**config.mk**
```make
export PLATFORM = sky130hd
export DESIGN_NAME = tmr_error_monitor
export DESIGN_NICKNAME = d
export VERILOG_FILES = /design/src/rtl/tmr_error_monitor.sv
export SDC_FILE = /design/constraint.sdc
export NUM_CORES = 1
export LEC_CHECK = 0
export CAP_MARGIN = 40
export CELL_PAD_IN_SITES_DETAIL_PLACEMENT = 1
export CELL_PAD_IN_SITES_GLOBAL_PLACEMENT = 1
export CORE_UTILIZATION = 45
export CTS_BUF_LIST = sky130_fd_sc_hd__clkbuf_8
export CTS_CLUSTER_DIAMETER = 60
export DETAILED_ROUTE_END_ITERATION = 10
export GPL_ROUTABILITY_DRIVEN = 0
export PLACE_DENSITY = 0.8
export SKIP_LAST_GASP = 1
export SLEW_MARGIN = 25
export SYNTH_ARGS = -nofsm -noshare
export SYNTH_HDL_FRONTEND = slang
export SYNTH_SLANG_ARGS = --single-unit
```
**constraint.sdc**
```tcl
create_clock -name clk -period 5.1 [get_ports clk]
set_input_delay 0.51 -clock clk [delete_from_list [all_inputs] [get_ports clk]]
set_output_delay 0.51 -clock clk [all_outputs]
set_load 0.005 [all_outputs]
```
**src/rtl/tmr_error_monitor.sv**
```systemverilog
// Error-sink collector for TMR voter mismatch lines: edge-counts each source,
// keeps sticky/fatal status and streams one event per source report to a host.
module tmr_error_monitor #(
    parameter int N_SRC  = 4,
    parameter int CNT_W  = 8,
    parameter int THRESH = 3,
    localparam int SRC_W = $clog2(N_SRC)
) (
    input  logic               clk,
    input  logic               rst,
    input  logic [N_SRC-1:0]   err_in,
    input  logic               clear,
    output logic               evt_valid,
    input  logic               evt_ready,
    output logic [SRC_W-1:0]   evt_src,
    output logic [CNT_W-1:0]   evt_count,
    output logic [N_SRC-1:0]   sticky,
    output logic               fatal,
    output logic               overflow
);

    // Stream handshake: an event transfers on a cycle where evt_valid && evt_ready;
    // while evt_valid is high and evt_ready low, evt_src/evt_count hold steady.

    localparam logic [CNT_W-1:0] CNT_MAX = '1;
    localparam logic [CNT_W-1:0] THR     = CNT_W'(THRESH);

    logic [N_SRC-1:0] err_q;
    logic [N_SRC-1:0] rise;
    logic [N_SRC-1:0] pending, pend_n, pend_arb;
    logic [CNT_W-1:0] cnt   [N_SRC];
    logic [CNT_W-1:0] cnt_n [N_SRC];
    logic [N_SRC-1:0] sticky_n;
    logic             fatal_n, ovf_n;
    logic [SRC_W-1:0] last_grant;
    logic [SRC_W-1:0] gnt;
    logic             gnt_found;
    logic             load;
    logic             grant_fire;

    assign rise = err_in & ~err_q;
    assign load = !evt_valid || evt_ready;

    // Clear empties the pending set before arbitration, so nothing is granted
    // from pre-clear state in the clearing cycle.
    assign pend_arb   = clear ? '0 : pending;
    assign grant_fire = load && gnt_found;

    // Round-robin search starting just after the last granted source.
    always_comb begin
        int idx;
        gnt       = '0;
        gnt_found = 1'b0;
        idx       = 0;
        for (int k = 1; k <= N_SRC; k++) begin
            idx = int'(last_grant) + k;
            if (idx >= N_SRC) idx = idx - N_SRC;
            if (!gnt_found && pend_arb[idx]) begin
                gnt_found = 1'b1;
                gnt       = SRC_W'(idx);
            end
        end
    end

    always_comb begin
        pend_n   = pending;
        sticky_n = sticky;
        fatal_n  = fatal;
        ovf_n    = overflow;
        for (int i = 0; i < N_SRC; i++) cnt_n[i] = cnt[i];
        if (clear) begin
            pend_n   = '0;
            sticky_n = '0;
            fatal_n  = 1'b0;
            ovf_n    = 1'b0;
            for (int i = 0; i < N_SRC; i++) cnt_n[i] = '0;
        end
        if (grant_fire) pend_n[gnt] = 1'b0;
        // A rise applies after clear and grant, so it wins over both.
        for (int i = 0; i < N_SRC; i++) begin
            if (rise[i]) begin
                if (pend_n[i]) ovf_n = 1'b1;
                pend_n[i]   = 1'b1;
                sticky_n[i] = 1'b1;
                if (cnt_n[i] != CNT_MAX) cnt_n[i] = cnt_n[i] + 1'b1;
            end
        end
        for (int i = 0; i < N_SRC; i++) begin
            if (cnt_n[i] >= THR) fatal_n = 1'b1;
        end
    end

    always_ff @(posedge clk) begin
        if (rst) begin
            err_q    <= '0;
            pending  <= '0;
            sticky   <= '0;
            fatal    <= 1'b0;
            overflow <= 1'b0;
            for (int i = 0; i < N_SRC; i++) cnt[i] <= '0;
        end else begin
            err_q    <= err_in;
            pending  <= pend_n;
            sticky   <= sticky_n;
            fatal    <= fatal_n;
            overflow <= ovf_n;
            for (int i = 0; i < N_SRC; i++) cnt[i] <= cnt_n[i];
        end
    end

    always_ff @(posedge clk) begin
        if (rst) begin
            evt_valid  <= 1'b0;
            evt_src    <= '0;
            evt_count  <= '0;
            last_grant <= SRC_W'(N_SRC - 1);
        end else if (load) begin
            if (grant_fire) begin
                evt_valid  <= 1'b1;
                evt_src    <= gnt;
                evt_count  <= cnt[gnt];
                last_grant <= gnt;
            end else begin
                evt_valid  <= 1'b0;
            end
        end
    end

endmodule

```
* After elaboration in Yosys (flattened, before gate mapping) *
Memory sizes are Yosys's and may differ from the RTL's. A register that Yosys moved wholly into a read port is not among the register bits.
Index checks and enable logic that the tools add are counted.

storage, ports and cells
  memory bits (writable) = 32
  register bits after elaboration = 19
  memories = 1
  bits of input ports = 8
  word-level logic and storage cells = 134
  output and inout port bits = 17

operators by class
  eq/ne operators = 4
  reduce and logical (&&, ||, !) cells = 16
  bitwise operators = 8
  mux-type cells = 68
  $add $sub $neg = 12
  $lt $le $gt $ge = 14

memory list
  name  words  bits a word  rd ports  clocked after memory_dff  wr ports  line  source
  cnt   4      8            5         1                         4         31    logic [CNT_W-1:0] cnt [N_SRC];

operators by type and width
  kind                                                                   count
  32-bit two-way mux                                                     5
  32-bit by 4-bit < comparator with 1-bit output, second input constant  4
  8-bit two-way mux                                                      12
  1-bit two-way mux                                                      39
  8-bit by 1-bit adder with 8-bit output, second input constant          4
  8-bit by 2-bit >= comparator with 1-bit output, second input constant  4
  8-bit != test, second input constant                                   4
  4-bit two-way mux                                                      3
  3-bit by 3-bit subtractor with 4-bit output, second input constant     3
  3-bit >= comparator, second input constant                             3
  4-bit AND                                                              2
  1-bit binary-select mux with 2-bit select                              4
  2-bit two-way mux                                                      4
  4-bit inverter                                                         2
  2-bit nonzero test                                                     4
  2-bit by 2-bit adder with 3-bit output, second input constant          2
  1-bit logical AND                                                      5
  5-bit nonzero test                                                     1
  4-bit by 3-bit subtractor with 5-bit output, second input constant     1
  2-bit by 3-bit adder with 4-bit output, second input constant          1
  4-bit by 3-bit >= comparator with 1-bit output, second input constant  1
  1-bit zero test                                                        4
  1-bit bitwise OR                                                       4
  2-bit by 1-bit adder with 3-bit output, second input constant          1
  5 further kinds                                                        5

* Longest topological paths before layout *
Gate-level depths: netlist (run 1).

  word-level depth = 31
  depth in mapped cells = 12

* Worst setup path after synthesis (run 1) *
OpenSTA, ideal clock, no wires.

  kind = input-to-reg
  start point = in clear
  end point = reg fatal
  arrival = 3248 ps
  buffers on the path = 4
  stages = 12
  setup slack = 1726 ps
  setup time = 125 ps
  path through = buf_2 > buf_6 > clkbuf_8 > clkbuf_1 > nor2b_1 > ha_1 > and4b_4 > and2_4 > or4_4 > a2111oi_4 > nand4_1 > o41a_1

on the way
  cells in the longest elaborated chain, start to end = 9
  elaborated cells between the ends (all ways) = 26
  classes of those cells = 4 x add/sub; 4 x order compare; 4 x eq/ne; 13 x mux; 1 x reduce/logical

ends and longest elaborated chain
  element                                                                  line  source
  from (decl)                                                              12    input logic clear,
  32-bit two-way mux                                                       71    if (clear) begin
  8-bit by 1-bit adder with 8-bit output or 8-bit != test (tied branches)  85    if (cnt_n[i] != CNT_MAX) cnt_n[i] = cnt_n[i] + 1'b1;
  8-bit two-way mux                                                        85
  8-bit two-way mux                                                        81    if (rise[i]) begin
  8-bit by 2-bit >= comparator with 1-bit output                           89    if (cnt_n[i] >= THR) fatal_n = 1'b1;
  1-bit two-way mux (4 in series)                                          89
  to (signal assigned)                                                     105   fatal <= fatal_n;
  to (decl)                                                                18    output logic fatal,

Parallel ways exist; a longest one is shown, timed or not.
A chain may end at the register's enable or synchronous reset.

* Final worst setup path (run 1) *
Ends and elaborated chain as after synthesis.

==> flow_results.xml, run 1 <==
<?xml version="1.0" encoding="UTF-8"?>
<metrics>
  <group name="grt">
    <metric name="grt_max_degree" unit="">39</metric>
    <metric name="antenna_found_initial" unit="">0</metric>
    <metric name="first_global_vias" unit="">3018</metric>
    <metric name="global_route_wire_length_before_repair" unit="µm">15260</metric>
    <metric name="grt-ovfl-total" unit="">0</metric>
    <metric name="track_usage" unit="%">26.79</metric>
  </group>
  <group name="placement">
    <metric name="placement.setup.worst_slack" unit="ns">1.399</metric>
    <metric name="detailed_place_hpwl" unit="µm">6910</metric>
    <metric name="area_of_placed_instances" unit="µm²">3603</metric>
    <metric name="io_buffers" unit="">24</metric>
  </group>
  <group name="cts">
    <metric name="cts_made_buffers" unit="">9</metric>
    <metric name="cts.root.buffer_cell" unit="">sky130_fd_sc_hd__clkbuf_8</metric>
    <metric name="max-clock-path-buffers" unit="">2</metric>
    <metric name="cts_htree_levels" unit="">3</metric>
    <metric name="worstSkewPairLatency" unit="ns">0.36</metric>
    <metric name="clock_slew_seen_by_the_registers_of_the_worst_setup_and_hold_paths" unit="ns">0.06</metric>
    <metric name="post-cts-setup-buffer-count" unit="">0</metric>
    <metric name="tritoncts" unit="">built</metric>
    <metric name="cts_hold_repair.buffers" unit="">0</metric>
    <metric name="tritoncts_num_sinks" unit="">59</metric>
    <metric name="cts_resized" unit="">0</metric>
  </group>
  <group name="synth">
    <metric name="mapped_cells" unit="">381</metric>
    <metric name="complex_gate_fraction_of_the_synthesized_area" unit="%">16.31</metric>
    <metric name="synth_cell_type_count" unit="">70</metric>
    <metric name="synth_top_area_cell" unit="">sky130_fd_sc_hd__dfxtp_1</metric>
    <metric name="mux_cell_area_share_after_synthesis" unit="%">8.289</metric>
    <metric name="asyncSetResetFlopFracSynth" unit="%">0</metric>
    <metric name="synth_ff_type" unit="">sky130_fd_sc_hd__dfxtp_1</metric>
    <metric name="post_synthesis_share_of_cell_area_spent_on_and_or_nand_and_nor_gates" unit="%">29.14</metric>
    <metric name="yosysSeqAreaShare" unit="%">35.73</metric>
    <metric name="yosys_register_bits" unit="">59</metric>
    <metric name="synth_xor_area_share" unit="%">3.974</metric>
    <metric name="postSynthNetCount" unit="">393</metric>
    <metric name="area_share_of_the_leading_cell_type_in_the_synthesized_netlist" unit="%">35.73</metric>
    <metric name="yosys_synthesis_warning_count" unit="">0</metric>
    <metric name="synthTopCellsByArea" unit="">sky130_fd_sc_hd__dfxtp_1 36%, sky130_fd_sc_hd__mux4_2 4.8%, sky130_fd_sc_hd__nand2_1 4.4%</metric>
    <metric name="synth_enable_flop_cells" unit="">0</metric>
    <metric name="post_synthesis_adder_cell_area_fraction" unit="%">1.817</metric>
    <metric name="dominant_combinational_cell_family_by_area_after_synthesis" unit="">simple AND/OR/NAND/NOR gates</metric>
    <metric name="postSynthAreaPerCell" unit="µm²">8.676</metric>
    <metric name="mappedNetlistArea" unit="µm²">3306</metric>
  </group>
  <group name="sta">
    <metric name="timing.clock.skew" unit="ns">0.007168</metric>
    <metric name="layout_setup_ws" unit="ns">1.733</metric>
    <metric name="unrepaired_setup_endpoints_after_global_routing" unit="">no</metric>
    <metric name="min_period" unit="ns">3.367</metric>
    <metric name="finalHoldViolCount" unit="">0</metric>
    <metric name="maxClockFrequency" unit="MHz">297.0</metric>
    <metric name="worstMarginPinSlew" unit="ns">0.7349</metric>
    <metric name="min_period_over_period" unit="%">66.01</metric>
    <metric name="slew_headroom" unit="%">51.01</metric>
    <metric name="totalNegativeSetupSlack" unit="ns">0</metric>
    <metric name="finalMaxSlewViolations" unit="">0</metric>
    <metric name="setup_viol" unit="">0</metric>
  </group>
  <group name="worst_setup_path">
    <metric name="crit_path_end" unit="">fatal$_SDFFE_PP0P_</metric>
    <metric name="regToRegEndpoint" unit="">fatal$_SDFFE_PP0P_</metric>
    <metric name="ff2ff_setup_slack" unit="ns">2.27</metric>
    <metric name="worst_setup_path_start_kind" unit="">primary input</metric>
    <metric name="ws_path_type" unit="">primary input to register</metric>
    <metric name="ff2ff_path_depth" unit="">9</metric>
    <metric name="worst_r2r_startpoint" unit="">cnt[1][0]$_SDFF_PP0_</metric>
    <metric name="crit_path_cell_chain" unit="">clkdlybuf4s50_1, buf_4, nor2b_1, ha_1, and4b_4, and2_4, or4_4, a2111oi_4, nand4_1, o41a_1</metric>
    <metric name="critical-path-slowest-cell" unit="">sky130_fd_sc_hd__or4_4</metric>
    <metric name="largest_stage_delay_on_the_critical_path" unit="ns">0.54</metric>
    <metric name="crit_start" unit="">clear</metric>
    <metric name="critical_path_peak_fanout" unit="">38</metric>
    <metric name="critPathArrivalTime" unit="ns">3.61</metric>
    <metric name="crit_required" unit="ns">5.34</metric>
    <metric name="setup.worst_path.end_class" unit="">register</metric>
  </group>
  <group name="route">
    <metric name="drcViolationCount" unit="">0</metric>
    <metric name="dr_total_vias" unit="">2971</metric>
    <metric name="detail_route.wl_per_cell" unit="µm">18.68</metric>
    <metric name="number_of_violations_reported_at_the_end_of_detailed_routing_iteration_0" unit="">216</metric>
    <metric name="drtAntennaViolNets" unit="">0</metric>
    <metric name="drtPass1Iterations" unit="">4</metric>
    <metric name="ratio_of_routed_vias_to_standard_cells" unit="">5.918</metric>
    <metric name="detail_route.wirelength" unit="µm">9376</metric>
  </group>
  <group name="layout">
    <metric name="final_design_area_no_fill" unit="µm²">3797</metric>
    <metric name="final_common_cell" unit="">sky130_fd_sc_hd__dfxtp_1</metric>
    <metric name="areaGrowthSynthToFinish" unit="%">14.88</metric>
    <metric name="insertedDiodeCount" unit="">0</metric>
    <metric name="proportion_of_layout_cells_with_a_drive_suffix_above_1" unit="%">11.33</metric>
    <metric name="finalCoreUtilization" unit="%">54.68</metric>
    <metric name="commonest_cells_after_routing_fill_and_taps_aside" unit="">59 x sky130_fd_sc_hd__dfxtp_1, 39 x sky130_fd_sc_hd__nand2_1, 36 x sky130_fd_sc_hd__nor2_1</metric>
    <metric name="design.final.nets" unit="">413</metric>
  </group>
  <group name="die">
    <metric name="io-pin-count" unit="">25</metric>
    <metric name="die_area" unit="µm²">7693</metric>
    <metric name="die_h" unit="µm">87.71</metric>
    <metric name="floorplan.die.width" unit="µm">87.71</metric>
    <metric name="initial_cell_density_of_the_core" unit="%">47.60</metric>
    <metric name="floorplan.core_area" unit="µm²">6944</metric>
    <metric name="rows" unit="">30</metric>
  </group>
  <group name="power">
    <metric name="power_density" unit="nW/µm²">269.1</metric>
    <metric name="overall_power_after_layout" unit="mW">1.022</metric>
    <metric name="ir_worst_vdd" unit="µV">134.8</metric>
    <metric name="standby_leakage_power" unit="nW">1.331</metric>
  </group>
  <group name="hold_path">
    <metric name="hold_path_class" unit="">register to register</metric>
  </group>
  <group name="outcome">
    <metric name="status" unit="">completed</metric>
  </group>
  <group name="job">
    <metric name="cap_violations" unit="">0</metric>
  </group>
</metrics>
-- state kept, by name (all words and copies together) (netlist names) --
signal,count
cnt,32
evt_count,8
err_q,4
pending,4
sticky,4
evt_src,2
last_grant,2
evt_valid,1
fatal,1
overflow,1
-- cell families (layout without fill, tap and decap cells) --
logic type / count (synthesis) / count (layout)
AO/OA/AOI/OAI: 77 / 77
multiplexers: 17 / 17
buffers and inverters: 32 / 57
flip-flops: 59 / 59
XOR/XNOR: 15 / 15
adder cells (fa/ha/maj): 5 / 5
AND/OR/NAND/NOR: 176 / 176
-- worst max-delay path, delay by kind of cell --
family,cells,cell delay (ns)
compound gates,2,0.78
fa+ha+maj,1,0.29
buf+inv,2,0.85
simple gates,5,1.17
-- cell usage after synthesis, types with 7 or more instances --
cell type                  instances
sky130_fd_sc_hd__nor2_1           36
sky130_fd_sc_hd__o211ai_1         10
sky130_fd_sc_hd__a21oi_1          27
sky130_fd_sc_hd__nand2_1          39
sky130_fd_sc_hd__nand2b_1         13
sky130_fd_sc_hd__inv_1            11
sky130_fd_sc_hd__mux4_2            7
sky130_fd_sc_hd__clkbuf_1         10
sky130_fd_sc_hd__nor2b_1          14
sky130_fd_sc_hd__mux2i_1           9
sky130_fd_sc_hd__o21ai_0           9
sky130_fd_sc_hd__nand3_1           8
sky130_fd_sc_hd__nor3_1           14
sky130_fd_sc_hd__xnor2_1          10
sky130_fd_sc_hd__dfxtp_1          59
-- layer usage --
metal / up-vias / wire, µm / GRT usage [%] / share of wire (%)
li1: 1426 / - / - / -
met1: 1443 / 3863 / 32.94 / 41
met2: 90 / 4691 / 45.53 / 50
met3: 12 / 637 / 6.880 / 6.8
met4: 0 / 183 / 9.091 / 2.0
met5: - / 0 / 0 / 0
-- layout make-up --
class	count	area (µm²)
clock buffer	10	137.6
clock inverter	6	56.30
multi-input combinational	290	1968
fill	828	3147
tap	96	120.1
sequential	59	1181
timing repair buffer	28	285.3
inverter	13	48.80
-- through the flow --
stage | hold WS [ns] | cells
after global placement | 0.4425 | 485
after floorplan | 0.4527 | 381
after detailed placement | 0.4486 | 486
final | 0.4589 | 502
after global routing | 0.4907 | 502
after CTS | 0.4646 | 502
-- report_power, final --
part,total (mW),switching [mW],internal (mW)
registers,0.489,0.0143,0.475
logic,0.106,0.0597,0.0464
clock network,0.426,0.192,0.234
-- worst min-delay path by stage --
stage / start / to / cells after the start
after detailed placement: evt_count[7]$_SDFFE_PP0P_ / evt_count[7]$_SDFFE_PP0P_ / 2
final: evt_src[0]$_SDFFE_PP0P_ / evt_src[0]$_SDFFE_PP0P_ / 2
after global routing: evt_src[0]$_SDFFE_PP0P_ / evt_src[0]$_SDFFE_PP0P_ / 2
after global placement: evt_src[1]$_SDFFE_PP0P_ / evt_src[1]$_SDFFE_PP0P_ / 2
after CTS: evt_src[0]$_SDFFE_PP0P_ / evt_src[0]$_SDFFE_PP0P_ / 2
after floorplan: evt_count[0]$_SDFFE_PP0P_ / evt_count[0]$_SDFFE_PP0P_ / 2
Power figures use the tool's default switching activity.
==> run 2: changes to the inputs <==
==> constraint.sdc (replaced) <==
create_clock -name clk -period 3.2 [get_ports clk]
set_input_delay 0.32 -clock clk [delete_from_list [all_inputs] [get_ports clk]]
set_output_delay 0.32 -clock clk [all_outputs]
set_load 0.005 [all_outputs]
==> run 2 against run 1 <==
Utilization is 1.2 points higher. Via count is 2.2% higher. Combinational power increased by 69%. Critical path depth rose by 1. Clock skew up 0.0058 ns. Critical endpoint unchanged.
==> flow_results.xml, run 2 (synthesis gave the netlist of run 1 again) <==
<?xml version="1.0" encoding="UTF-8"?>
<metrics>
  <group name="die">
    <metric name="floorplan.core_area" unit="µm²">6944</metric>
    <metric name="die_area" unit="µm²">7693</metric>
    <metric name="die_h" unit="µm">87.71</metric>
    <metric name="rows" unit="">30</metric>
    <metric name="floorplan.die.width" unit="µm">87.71</metric>
    <metric name="io-pin-count" unit="">25</metric>
    <metric name="initial_cell_density_of_the_core" unit="%">47.60</metric>
  </group>
  <group name="outcome">
    <metric name="status" unit="">completed</metric>
  </group>
  <group name="cts">
    <metric name="tritoncts" unit="">built</metric>
    <metric name="cts.root.buffer_cell" unit="">sky130_fd_sc_hd__clkbuf_8</metric>
    <metric name="cts_hold_repair.buffers" unit="">0</metric>
    <metric name="cts_made_buffers" unit="">9</metric>
    <metric name="post-cts-setup-buffer-count" unit="">0</metric>
    <metric name="tritoncts_num_sinks" unit="">59</metric>
    <metric name="clock_slew_seen_by_the_registers_of_the_worst_setup_and_hold_paths" unit="ns">0.06</metric>
    <metric name="cts_resized" unit="">0</metric>
    <metric name="max-clock-path-buffers" unit="">2</metric>
    <metric name="worstSkewPairLatency" unit="ns">0.35</metric>
    <metric name="cts_htree_levels" unit="">3</metric>
  </group>
  <group name="layout">
    <metric name="design.final.nets" unit="">429</metric>
    <metric name="finalNonFillerCells" unit="">517</metric>
    <metric name="commonest_cells_after_routing_fill_and_taps_aside" unit="">59 x sky130_fd_sc_hd__dfxtp_1, 39 x sky130_fd_sc_hd__nand2_1, 36 x sky130_fd_sc_hd__nor2_1</metric>
    <metric name="insertedDiodeCount" unit="">0</metric>
    <metric name="largestRegisters" unit="">cnt x32, evt_count x8</metric>
    <metric name="areaGrowthSynthToFinish" unit="%">17.45</metric>
    <metric name="final_common_cell" unit="">sky130_fd_sc_hd__dfxtp_1</metric>
    <metric name="final_design_area_no_fill" unit="µm²">3882</metric>
    <metric name="proportion_of_layout_cells_with_a_drive_suffix_above_1" unit="%">14.49</metric>
    <metric name="largest_reg_flops" unit="">32</metric>
    <metric name="finalCoreUtilization" unit="%">55.91</metric>
    <metric name="largest_register" unit="">cnt</metric>
  </group>
  <group name="worst_setup_path">
    <metric name="ff2ff_setup_slack" unit="ns">0.52</metric>
    <metric name="critical_path_peak_fanout" unit="">4</metric>
    <metric name="ff2ff_path_depth" unit="">8</metric>
    <metric name="worst_r2r_startpoint" unit="">cnt[1][1]$_SDFF_PP0_</metric>
    <metric name="critPathArrivalTime" unit="ns">3.08</metric>
    <metric name="setup.worst_path.end_class" unit="">register</metric>
    <metric name="ws_path_type" unit="">primary input to register</metric>
    <metric name="crit_required" unit="ns">3.43</metric>
    <metric name="regToRegEndpoint" unit="">fatal$_SDFFE_PP0P_</metric>
    <metric name="worst_setup_path_start_kind" unit="">primary input</metric>
  </group>
  <group name="route">
    <metric name="drtAntennaViolNets" unit="">0</metric>
    <metric name="detail_route.wl_per_cell" unit="µm">18.67</metric>
    <metric name="drtPass1Iterations" unit="">4</metric>
    <metric name="detail_route.wirelength" unit="µm">9653</metric>
    <metric name="drcViolationCount" unit="">0</metric>
    <metric name="ratio_of_routed_vias_to_standard_cells" unit="">5.874</metric>
    <metric name="dr_total_vias" unit="">3037</metric>
    <metric name="number_of_violations_reported_at_the_end_of_detailed_routing_iteration_0" unit="">227</metric>
  </group>
  <group name="power">
    <metric name="cellInternalPower" unit="mW">1.172</metric>
    <metric name="standby_leakage_power" unit="nW">1.396</metric>
    <metric name="overall_power_after_layout" unit="mW">1.587</metric>
    <metric name="ir_worst_vdd" unit="µV">226.7</metric>
    <metric name="comb_power_share" unit="%">11.3</metric>
    <metric name="p_sw_share" unit="%">26.16</metric>
    <metric name="pwr-share-clk" unit="%">39.6</metric>
    <metric name="power_density" unit="nW/µm²">408.7</metric>
    <metric name="share_seq_of_total_power" unit="%">49.1</metric>
    <metric name="p_sw" unit="µW">415.2</metric>
  </group>
  <group name="grt">
    <metric name="grt_max_degree" unit="">27</metric>
    <metric name="grt-ovfl-total" unit="">0</metric>
    <metric name="first_global_vias" unit="">3065</metric>
    <metric name="track_usage" unit="%">27.77</metric>
    <metric name="global_route_wire_length_before_repair" unit="µm">15860</metric>
    <metric name="antenna_found_initial" unit="">0</metric>
  </group>
  <group name="hold_path">
    <metric name="hold_path_class" unit="">primary input to register</metric>
    <metric name="worstHoldPathCells" unit="">2</metric>
    <metric name="timing.hold.worst.start" unit="">rst</metric>
    <metric name="hold_path_end" unit="">sticky[0]$_SDFFE_PP0P_</metric>
  </group>
  <group name="sta">
    <metric name="min_period" unit="ns">2.854</metric>
    <metric name="totalNegativeSetupSlack" unit="ns">0</metric>
    <metric name="finalMaxSlewViolations" unit="">0</metric>
    <metric name="slew_headroom" unit="%">51.30</metric>
    <metric name="maxClockFrequency" unit="MHz">350.4</metric>
    <metric name="setup_viol" unit="">0</metric>
    <metric name="layout_setup_ws" unit="ns">0.3464</metric>
    <metric name="unrepaired_setup_endpoints_after_global_routing" unit="">no</metric>
    <metric name="min_period_over_period" unit="%">89.17</metric>
    <metric name="worstMarginPinSlew" unit="ns">0.7306</metric>
    <metric name="finalHoldViolCount" unit="">0</metric>
    <metric name="timing.clock.skew" unit="ns">0.01293</metric>
    <metric name="hold_slack" unit="ns">0.4125</metric>
  </group>
  <group name="placement">
    <metric name="detailed_place_hpwl" unit="µm">7232</metric>
    <metric name="io_buffers" unit="">24</metric>
    <metric name="placement.setup.worst_slack" unit="ns">-0.003874</metric>
    <metric name="post-place-cells" unit="">502</metric>
    <metric name="area_of_placed_instances" unit="µm²">3704</metric>
  </group>
  <group name="job">
    <metric name="cap_violations" unit="">0</metric>
  </group>
</metrics>
run 2: final cells by class:
cell class,instances,area (µm²)
Fill cell,860,3062
Multi-Input combinational cell,290,1968
Sequential cell,59,1181
Timing Repair Buffer,44,385.4
Clock buffer,12,165.2
Tap cell,96,120.1
Inverter,13,48.80
Clock inverter,3,13.76
run 2: worst max path at each step:
stage | slack, ns | cells after the start | end | start
final | 0.35 | 11 | fatal$_SDFFE_PP0P_ | clear
after global routing | 0.19 | 11 | fatal$_SDFFE_PP0P_ | clear
after CTS | 0.36 | 11 | fatal$_SDFFE_PP0P_ | clear
after detailed placement | -0.004 | 11 | fatal$_SDFFE_PP0P_ | clear
after global placement | 0.07 | 11 | fatal$_SDFFE_PP0P_ | clear
after floorplan | 0.02 | 12 | fatal$_SDFFE_PP0P_ | clear
run 2: power groups by stage:
stage / clock network [mW] / logic (mW) / registers, mW
4_1_cts: 0.646 / 0.180 / 0.779
2_1_floorplan: 0 / 0.113 / 0.788
3_5_place_dp: 0 / 0.179 / 0.795
6_report: 0.628 / 0.179 / 0.780
5_1_grt: 0.671 / 0.197 / 0.781
3_3_place_gp: 0 / 0.172 / 0.794
run 2: metal layers:
layer,vias up,global-route usage (%),routed length [µm]
li1,1456,-,-
met5,-,0,0
met2,82,44.61,4616
met1,1481,35.97,4250
met3,18,5.655,558
met4,0,12.52,228
run 2: critical path, stage by stage:
cell and delay, ns:
sky130_fd_sc_hd__clkdlybuf4s50_1 0.54, sky130_fd_sc_hd__inv_2 0.06, sky130_fd_sc_hd__nand2_2 0.08, sky130_fd_sc_hd__clkinv_1 0.08, sky130_fd_sc_hd__ha_1 0.21, sky130_fd_sc_hd__and4b_4 0.21
sky130_fd_sc_hd__and2_4 0.15, sky130_fd_sc_hd__or4_4 0.54, sky130_fd_sc_hd__a2111oi_4 0.34, sky130_fd_sc_hd__nand4_1 0.13, sky130_fd_sc_hd__o41a_1 0.41
